[src/rtl/imem_loader_if.sv]
// Byte-stream handshake and instruction-RAM write port of the image loader.
// The master (host link) drives the stream. The slave (loader) drives the RAM and status outputs.
interface imem_loader_if #(
    parameter int ADDR_W = 8
);
    logic              in_valid;
    logic [7:0]        in_data;
    logic              in_ready;
    logic              mem_we;
    logic [ADDR_W-1:0] mem_addr;
    logic [7:0]        mem_wdata;
    logic              cpu_hold;
    logic              load_done;
    logic              load_err;

    modport master (
        output in_valid, in_data,
        input  in_ready, mem_we, mem_addr, mem_wdata, cpu_hold, load_done, load_err
    );

    modport slave (
        input  in_valid, in_data,
        output in_ready, mem_we, mem_addr, mem_wdata, cpu_hold, load_done, load_err
    );
endinterface

[src/rtl/imem_loader.sv]
// Framed byte-stream loader for the instruction RAM: SYNC, LEN_LO, LEN_HI, data, CHK.
// Holds the core while an image is written and pulses done or err when the frame ends.
module imem_loader #(
    parameter int         ADDR_W = 8,
    parameter int         DEPTH  = 128,
    parameter logic [7:0] SYNC   = 8'hA5
) (
    input  logic clk,
    input  logic rst_n,
    imem_loader_if.slave bus
);
    typedef enum logic [2:0] {
        S_IDLE, S_LEN0, S_LEN1, S_DATA, S_CHK, S_DONE, S_ERR
    } state_t;

    localparam logic [15:0] DEPTH16 = 16'(DEPTH);

    state_t            state, nxt;
    logic [7:0]        len_lo;
    logic [15:0]       len;
    logic [15:0]       cnt;
    logic [7:0]        sum;
    logic              hold;
    logic              we;
    logic [ADDR_W-1:0] addr;
    logic [7:0]        wdata;
    logic              rdy;
    logic              acc;
    logic [15:0]       len_w;
    logic [15:0]       cnt_inc;
    logic              chk_ok;

    // DONE and ERR are one-cycle pulse states in which no byte is taken.
    assign rdy     = rst_n && (state != S_DONE) && (state != S_ERR);
    assign acc     = bus.in_valid && rdy;
    assign len_w   = {bus.in_data, len_lo};
    assign cnt_inc = cnt + 16'd1;
    assign chk_ok  = (sum + bus.in_data) == 8'd0;

    always_ff @(posedge clk or negedge rst_n) begin
        if (!rst_n) state <= S_IDLE;
        else        state <= nxt;
    end

    always_comb begin
        nxt = state;
        case (state)
            S_IDLE: if (acc && bus.in_data == SYNC) nxt = S_LEN0;
            S_LEN0: if (acc) nxt = S_LEN1;
            S_LEN1: if (acc) begin
                if (len_w > DEPTH16)    nxt = S_ERR;
                else if (len_w == 16'd0) nxt = S_CHK;
                else                     nxt = S_DATA;
            end
            S_DATA: if (acc && cnt_inc == len) nxt = S_CHK;
            S_CHK:  if (acc) nxt = chk_ok ? S_DONE : S_ERR;
            S_DONE: nxt = S_IDLE;
            S_ERR:  nxt = S_IDLE;
            default: nxt = S_IDLE;
        endcase
    end

    always_ff @(posedge clk or negedge rst_n) begin
        if (!rst_n) begin
            len_lo <= '0;
            len    <= '0;
            cnt    <= '0;
            sum    <= '0;
            hold   <= 1'b0;
            we     <= 1'b0;
            addr   <= '0;
            wdata  <= '0;
        end else begin
            we <= 1'b0;
            if (acc) begin
                case (state)
                    S_IDLE: if (bus.in_data == SYNC) begin
                        hold <= 1'b1;
                        sum  <= '0;
                        cnt  <= '0;
                    end
                    S_LEN0: len_lo <= bus.in_data;
                    S_LEN1: len    <= len_w;
                    S_DATA: begin
                        // LEN <= DEPTH was checked up front, so the address cannot wrap.
                        we    <= 1'b1;
                        addr  <= cnt[ADDR_W-1:0];
                        wdata <= bus.in_data;
                        sum   <= sum + bus.in_data;
                        cnt   <= cnt_inc;
                    end
                    // A failed check leaves hold set; only a good image releases the core.
                    S_CHK: if (chk_ok) hold <= 1'b0;
                    default: ;
                endcase
            end
        end
    end

    assign bus.in_ready  = rdy;
    assign bus.mem_we    = we;
    assign bus.mem_addr  = addr;
    assign bus.mem_wdata = wdata;
    assign bus.cpu_hold  = hold;
    assign bus.load_done = (state == S_DONE);
    assign bus.load_err  = (state == S_ERR);
endmodule

[src/flat_wrapper.sv]
// flat-port wrapper written by rule: the top's interface ports become plain ports
module imem_loader_flat 
#(
    parameter int         ADDR_W = 8,
    parameter int         DEPTH  = 128,
    parameter logic [7:0] SYNC   = 8'hA5
)
  (clk, rst_n, bus_in_valid, bus_in_data, bus_in_ready, bus_mem_we, bus_mem_addr, bus_mem_wdata, bus_cpu_hold, bus_load_done, bus_load_err);
  imem_loader_if #(.ADDR_W(ADDR_W)) bus_i ();
  input  logic clk;
  input  logic rst_n;
  input wire logic [$bits(bus_i.in_valid)-1:0] bus_in_valid;
  input wire logic [$bits(bus_i.in_data)-1:0] bus_in_data;
  output wire logic [$bits(bus_i.in_ready)-1:0] bus_in_ready;
  output wire logic [$bits(bus_i.mem_we)-1:0] bus_mem_we;
  output wire logic [$bits(bus_i.mem_addr)-1:0] bus_mem_addr;
  output wire logic [$bits(bus_i.mem_wdata)-1:0] bus_mem_wdata;
  output wire logic [$bits(bus_i.cpu_hold)-1:0] bus_cpu_hold;
  output wire logic [$bits(bus_i.load_done)-1:0] bus_load_done;
  output wire logic [$bits(bus_i.load_err)-1:0] bus_load_err;
  assign bus_i.in_valid = bus_in_valid;
  assign bus_i.in_data = bus_in_data;
  assign bus_in_ready = bus_i.in_ready;
  assign bus_mem_we = bus_i.mem_we;
  assign bus_mem_addr = bus_i.mem_addr;
  assign bus_mem_wdata = bus_i.mem_wdata;
  assign bus_cpu_hold = bus_i.cpu_hold;
  assign bus_load_done = bus_i.load_done;
  assign bus_load_err = bus_i.load_err;
  imem_loader #(.ADDR_W(ADDR_W), .DEPTH(DEPTH), .SYNC(SYNC)) u_core (.clk(clk), .rst_n(rst_n), .bus(bus_i));
endmodule
[config.mk]
export PLATFORM = sky130hd
export DESIGN_NAME = imem_loader_flat
export DESIGN_NICKNAME = d
export VERILOG_FILES = /design/src/rtl/imem_loader_if.sv /design/src/rtl/imem_loader.sv /design/src/flat_wrapper.sv
export SDC_FILE = /design/constraint.sdc
export NUM_CORES = 1
export LEC_CHECK = 0
export ABC_AREA = 1
export BUFFER_PORTS_ARGS = -buffer_cell sky130_fd_sc_hd__buf_2
export CAP_MARGIN = 0
export CORE_ASPECT_RATIO = 1.4
export CORE_MARGIN = 3
export CORE_UTILIZATION = 45
export CTS_CLUSTER_SIZE = 24
export DETAILED_ROUTE_END_ITERATION = 8
export GPL_TIMING_DRIVEN = 0
export HOLD_SLACK_MARGIN = 0.08
export PLACE_DENSITY = 0.67
export SYNTH_ARGS = -nofsm -noshare
export SYNTH_HDL_FRONTEND = slang
export SYNTH_SLANG_ARGS = --single-unit
[constraint.sdc]
create_clock -name clk -period 3.1 [get_ports clk]
set_clock_uncertainty 0.05 [all_clocks]
set_input_delay 0.31 -clock clk [delete_from_list [all_inputs] [get_ports clk]]
set_output_delay 0.31 -clock clk [all_outputs]
set_load 0.02 [all_outputs]
==> results.md <==
- The count of nets left with antenna violations once routing finished came out at 0.
- For this design the top-level I/O count stands at 32.
- The fraction of layout cells with a size suffix above 1 is 19.2%.
- The cell sitting at the root of the clock tree is a sky130_fd_sc_hd__clkbuf_16.
- The number of violations reported at the end of detailed-routing iteration 0 is 182.
- The total count of max-transition violations in the final report is 0.
- Headroom to the max-slew limit came out at 42.3%.
- The number of global-route vias before repair is 3359.
- The initial antenna violation count is 0.
- In this run the deepest clock path goes through 2 buffers.
- The share of synthesized flip-flops with an asynchronous set or reset is 100%.
- The worst-case register-to-register setup slack is 0.81 ns.
- The routed via count divided by cell count is 5.29.
- Dividing the detail-routed wire length by the instance count gives 15.0 um.
- The global placer's final weighted congestion is 0.890.
- In the detailed route, the total length drawn on met3 is 387 um.
- Synthesis inferred 69 register bits.
- The cell area that synthesis handed to floorplanning was 0.00398 mm2.
- The H-tree generated during clock tree synthesis spans 3 levels.
- The initial cell density of the core is 47.4%.
- The total vias in the final route is 3374.
- The critical path is of the register to register type.
- The number of detailed-routing iterations run before antenna repair is 4.
- The most common flop cell mapped by yosys is sky130_fd_sc_hd__dfrtp_1.
- IR analysis of the VDD net gives a maximum drop of 0.465 mV.
- The count of buffers added on input and output ports is 31.
- The total overflow left after global routing is 0.
- Averaged over all synthesized cells, the footprint is 8.11 um2.
- Max-cap violations in this run came to 0.
- The run finished with clean final reports.
- Relative to the synthesized area, the layout overhead comes to 13.9%.
- The detailed router put a total of 3820 um of wire on met1.
- For this run, the number of Yosys warnings is 0.
- The die is 117 um tall.
- The design draws 4.13 mW.
- The insertion delay of the later-clocked pin in the worst-skew pair is 0.33 ns.
- The total count of hold-check failures in the final report is 0.
- Setup repair after global routing left no endpoint under its margin.
- The floorplan step set the die width to 85.4 um.
- Setup violations remaining at the end of the flow were counted as 0.
- The maximum operating frequency is 437 MHz.
- Clock tree synthesis found a total of 69 sinks.
- In this run the power density over the cells is 911 mW/mm2.
- The critical-path maximum fanout is 3.
- The cell count after synthesis came out at 490.
- The global-route usage over all layers is 20.9%.
- The final cell count without fillers is 638.
- The uppermost layer routed is met4.
- Row generation in the floorplan step produced 39 rows.
- At the worst endpoint, the arrival time is 2.44 ns.
- The wire length of the first global-routing pass is 16200 um.
- The synthesized design contains 0 enable-type register cells.
- The number of setup buffers added after CTS is 0.
- The net count of the finished layout is 552.
- The total DRC errors in the routed layout is 0.
- At the pin with the least slew margin, the transition time is 0.866 ns.
- The pin count of the biggest net entering global routing is 71.
- The min-delay analysis places its worst path in the category primary input to asynchronous set/reset pin.
- The shortest period the worst path allows is 2.29 ns.
- The data required time of the worst path is 3.25 ns.
- The endpoint kind of the worst setup timing path is a register.
- 0 antenna diodes ended up in the layout.
- Sequential cells were found to cover 43.4% of the synthesized design area.
- The clock-pin slew reported for the worst setup and hold paths after clock tree synthesis is 0.06 ns.
- The number of nets produced by synthesis is 510.
- In this run the static leakage power is 2.23 nW.
- The routed wire length is 9550 um.
- The post-cts resize count is 0.
- For this design, the CTS-stage hold fixing added 0 buffers.
- The CTS tree is yes.
- Clock tree synthesis inserted a total of 9 buffers.
- For the final routed database, the setup TNS stands at 0 ns.
- After detailed placement, the design holds a cell count of 623.
- The die covers 0.0100 mm2.
- STA classifies the critical path startpoint as a register.
- The post-route worst hold slack is 0.0454 ns.
- The core region is 0.00839 mm2.
- The met2 layer wire length in the routed design is 5010 um.
- The HPWL reported at the end of detailed placement is 7080 um.
- The count of cell types in the netlist is 37.
- The worst path uses 73.8% of the clock period.
## where the power goes
| part | switching, mW | internal (mW) | total (mW) | leakage (nW) |
|---|---|---|---|---|
| Sequential | 0.277 | 1.26 | 1.53 | 0.898 |
| Clock | 0.370 | 0.560 | 0.931 | 0.133 |
| Combinational | 1.02 | 0.644 | 1.66 | 1.20 |
## path summary, 6_finish.rpt
kind / start / end / depth (start not counted)
worst min-delay path: rst_n / u_core.bus.mem_addr[0] / 1
worst max-delay path: u_core.sum[0] / u_core.bus.cpu_hold / 11
worst min register to register: u_core.bus.mem_wdata[0] / u_core.bus.mem_wdata[0] / 2
min in group clk: bus_in_valid / u_core.state[2] / 4
worst max register to register: u_core.sum[0] / u_core.bus.cpu_hold / 11
max in group asynchronous: rst_n / u_core.cnt[14] / 1
## final cells by class
type                       instances  area (um2)
buffer                            10         106
clock buffer                      12         246
clock inverter                     3        22.5
fill                             788        3860
inverter                          64         240
multi-input combinational        347        1900
sequential                        69        1730
tap                              102         128
timing repair buffer              31         158
## stage by stage
step / area (um2) / worst slack, ns / utilization, %
global route: 4530 / 0.637 / 54.0
finish: 4530 / 0.812 / 54.0
CTS: 4530 / 0.813 / 54.0
detailed placement: 4260 / 0.496 / 50.8
floorplan: 3980 / 0.967 / -
global placement: 4260 / -0.0281 / 50.7
## worst max-delay path: stages, from the launching register on
cell and delay [ns]:
sky130_fd_sc_hd__dfrtp_1 0.39, sky130_fd_sc_hd__ha_1 0.21, sky130_fd_sc_hd__fa_1 0.43, sky130_fd_sc_hd__xnor2_1 0.26
sky130_fd_sc_hd__and2_1 0.19, sky130_fd_sc_hd__nand3_1 0.11, sky130_fd_sc_hd__nor2_1 0.15, sky130_fd_sc_hd__nand3_1 0.08
sky130_fd_sc_hd__nand2_1 0.09, sky130_fd_sc_hd__nand3_1 0.07, sky130_fd_sc_hd__nand2_1 0.06, sky130_fd_sc_hd__o21ai_0 0.07
## synthesized netlist by cell type (2+ instances only)
master	instances	area, um2
sky130_fd_sc_hd__nand3_1	42	210
sky130_fd_sc_hd__o21ai_1	9	45.0
sky130_fd_sc_hd__nor4_1	2	12.5
sky130_fd_sc_hd__nor2_1	27	101
sky130_fd_sc_hd__nor2_4	2	22.5
sky130_fd_sc_hd__buf_12	2	40.0
sky130_fd_sc_hd__nand2_1	138	518
sky130_fd_sc_hd__o21ai_0	37	185
sky130_fd_sc_hd__nand2_2	6	37.5
sky130_fd_sc_hd__inv_2	7	26.3
sky130_fd_sc_hd__dfrtp_1	69	1730
sky130_fd_sc_hd__buf_6	4	45.0
sky130_fd_sc_hd__nand4_1	15	93.8
sky130_fd_sc_hd__o22ai_2	14	175
sky130_fd_sc_hd__inv_1	57	214
sky130_fd_sc_hd__mux2_2	4	45.0
sky130_fd_sc_hd__nor3_1	5	25.0
sky130_fd_sc_hd__or2_2	2	12.5
sky130_fd_sc_hd__buf_2	2	10.0
sky130_fd_sc_hd__ha_1	8	100
sky130_fd_sc_hd__nand3b_1	5	37.5
sky130_fd_sc_hd__xnor2_1	5	43.8
sky130_fd_sc_hd__nor2_2	5	31.3
sky130_fd_sc_hd__o21ai_2	5	43.8
sky130_fd_sc_hd__a21oi_1	6	30.0
## flip-flops by register name, summed over array words and instances (netlist names)
register	count
u_core.len_lo	8
u_core.bus.mem_wdata	8
u_core.bus.mem_addr	8
u_core.bus.mem_we	1
u_core.bus.cpu_hold	1
u_core.sum	8
u_core.state	3
u_core.cnt	16
u_core.len	16
## logic make-up (layout without fill, tap and decap cells)
kind of cell	Yosys count	after routing	synth area share (%)
mux	5	5	1.70
simple gates	253	253	29.0
fa+ha+maj	9	9	3.02
compound gates	74	74	12.8
xor+xnor	6	6	1.32
buf+inv	74	120	8.72
flops	69	69	43.4
## placed cells by master, fill, tap and decap left out, types with 2 or more instances in the layout
cell,netlist,routed
sky130_fd_sc_hd__a21oi_1,6,6
sky130_fd_sc_hd__buf_12,2,2
sky130_fd_sc_hd__buf_2,2,32
sky130_fd_sc_hd__buf_4,1,2
sky130_fd_sc_hd__buf_6,4,4
sky130_fd_sc_hd__clkbuf_1,1,3
sky130_fd_sc_hd__clkbuf_16,0,9
sky130_fd_sc_hd__clkinv_4,0,2
sky130_fd_sc_hd__dfrtp_1,69,69
sky130_fd_sc_hd__ha_1,8,8
sky130_fd_sc_hd__inv_1,57,57
sky130_fd_sc_hd__inv_2,7,7
sky130_fd_sc_hd__mux2_2,4,4
sky130_fd_sc_hd__nand2_1,138,138
sky130_fd_sc_hd__nand2_2,6,6
sky130_fd_sc_hd__nand3_1,42,42
sky130_fd_sc_hd__nand3b_1,5,5
sky130_fd_sc_hd__nand4_1,15,15
sky130_fd_sc_hd__nor2_1,27,27
sky130_fd_sc_hd__nor2_2,5,5
sky130_fd_sc_hd__nor2_4,2,2
sky130_fd_sc_hd__nor3_1,5,5
sky130_fd_sc_hd__nor4_1,2,2
sky130_fd_sc_hd__o21ai_0,37,37
sky130_fd_sc_hd__o21ai_1,9,9
sky130_fd_sc_hd__o21ai_2,5,5
sky130_fd_sc_hd__o22ai_2,14,14
sky130_fd_sc_hd__or2_2,2,2
sky130_fd_sc_hd__xnor2_1,5,5
## metal layers
| metal | global-route usage (%) | vias to the layer above |
|---|---|---|
| li1 | - | 1693 |
| met1 | 24.1 | 1577 |
| met2 | 37.4 | 80 |
| met3 | 3.08 | 24 |
| met4 | 10.7 | 0 |
| met5 | 0 | - |
(Power assumes the default switching activity.)
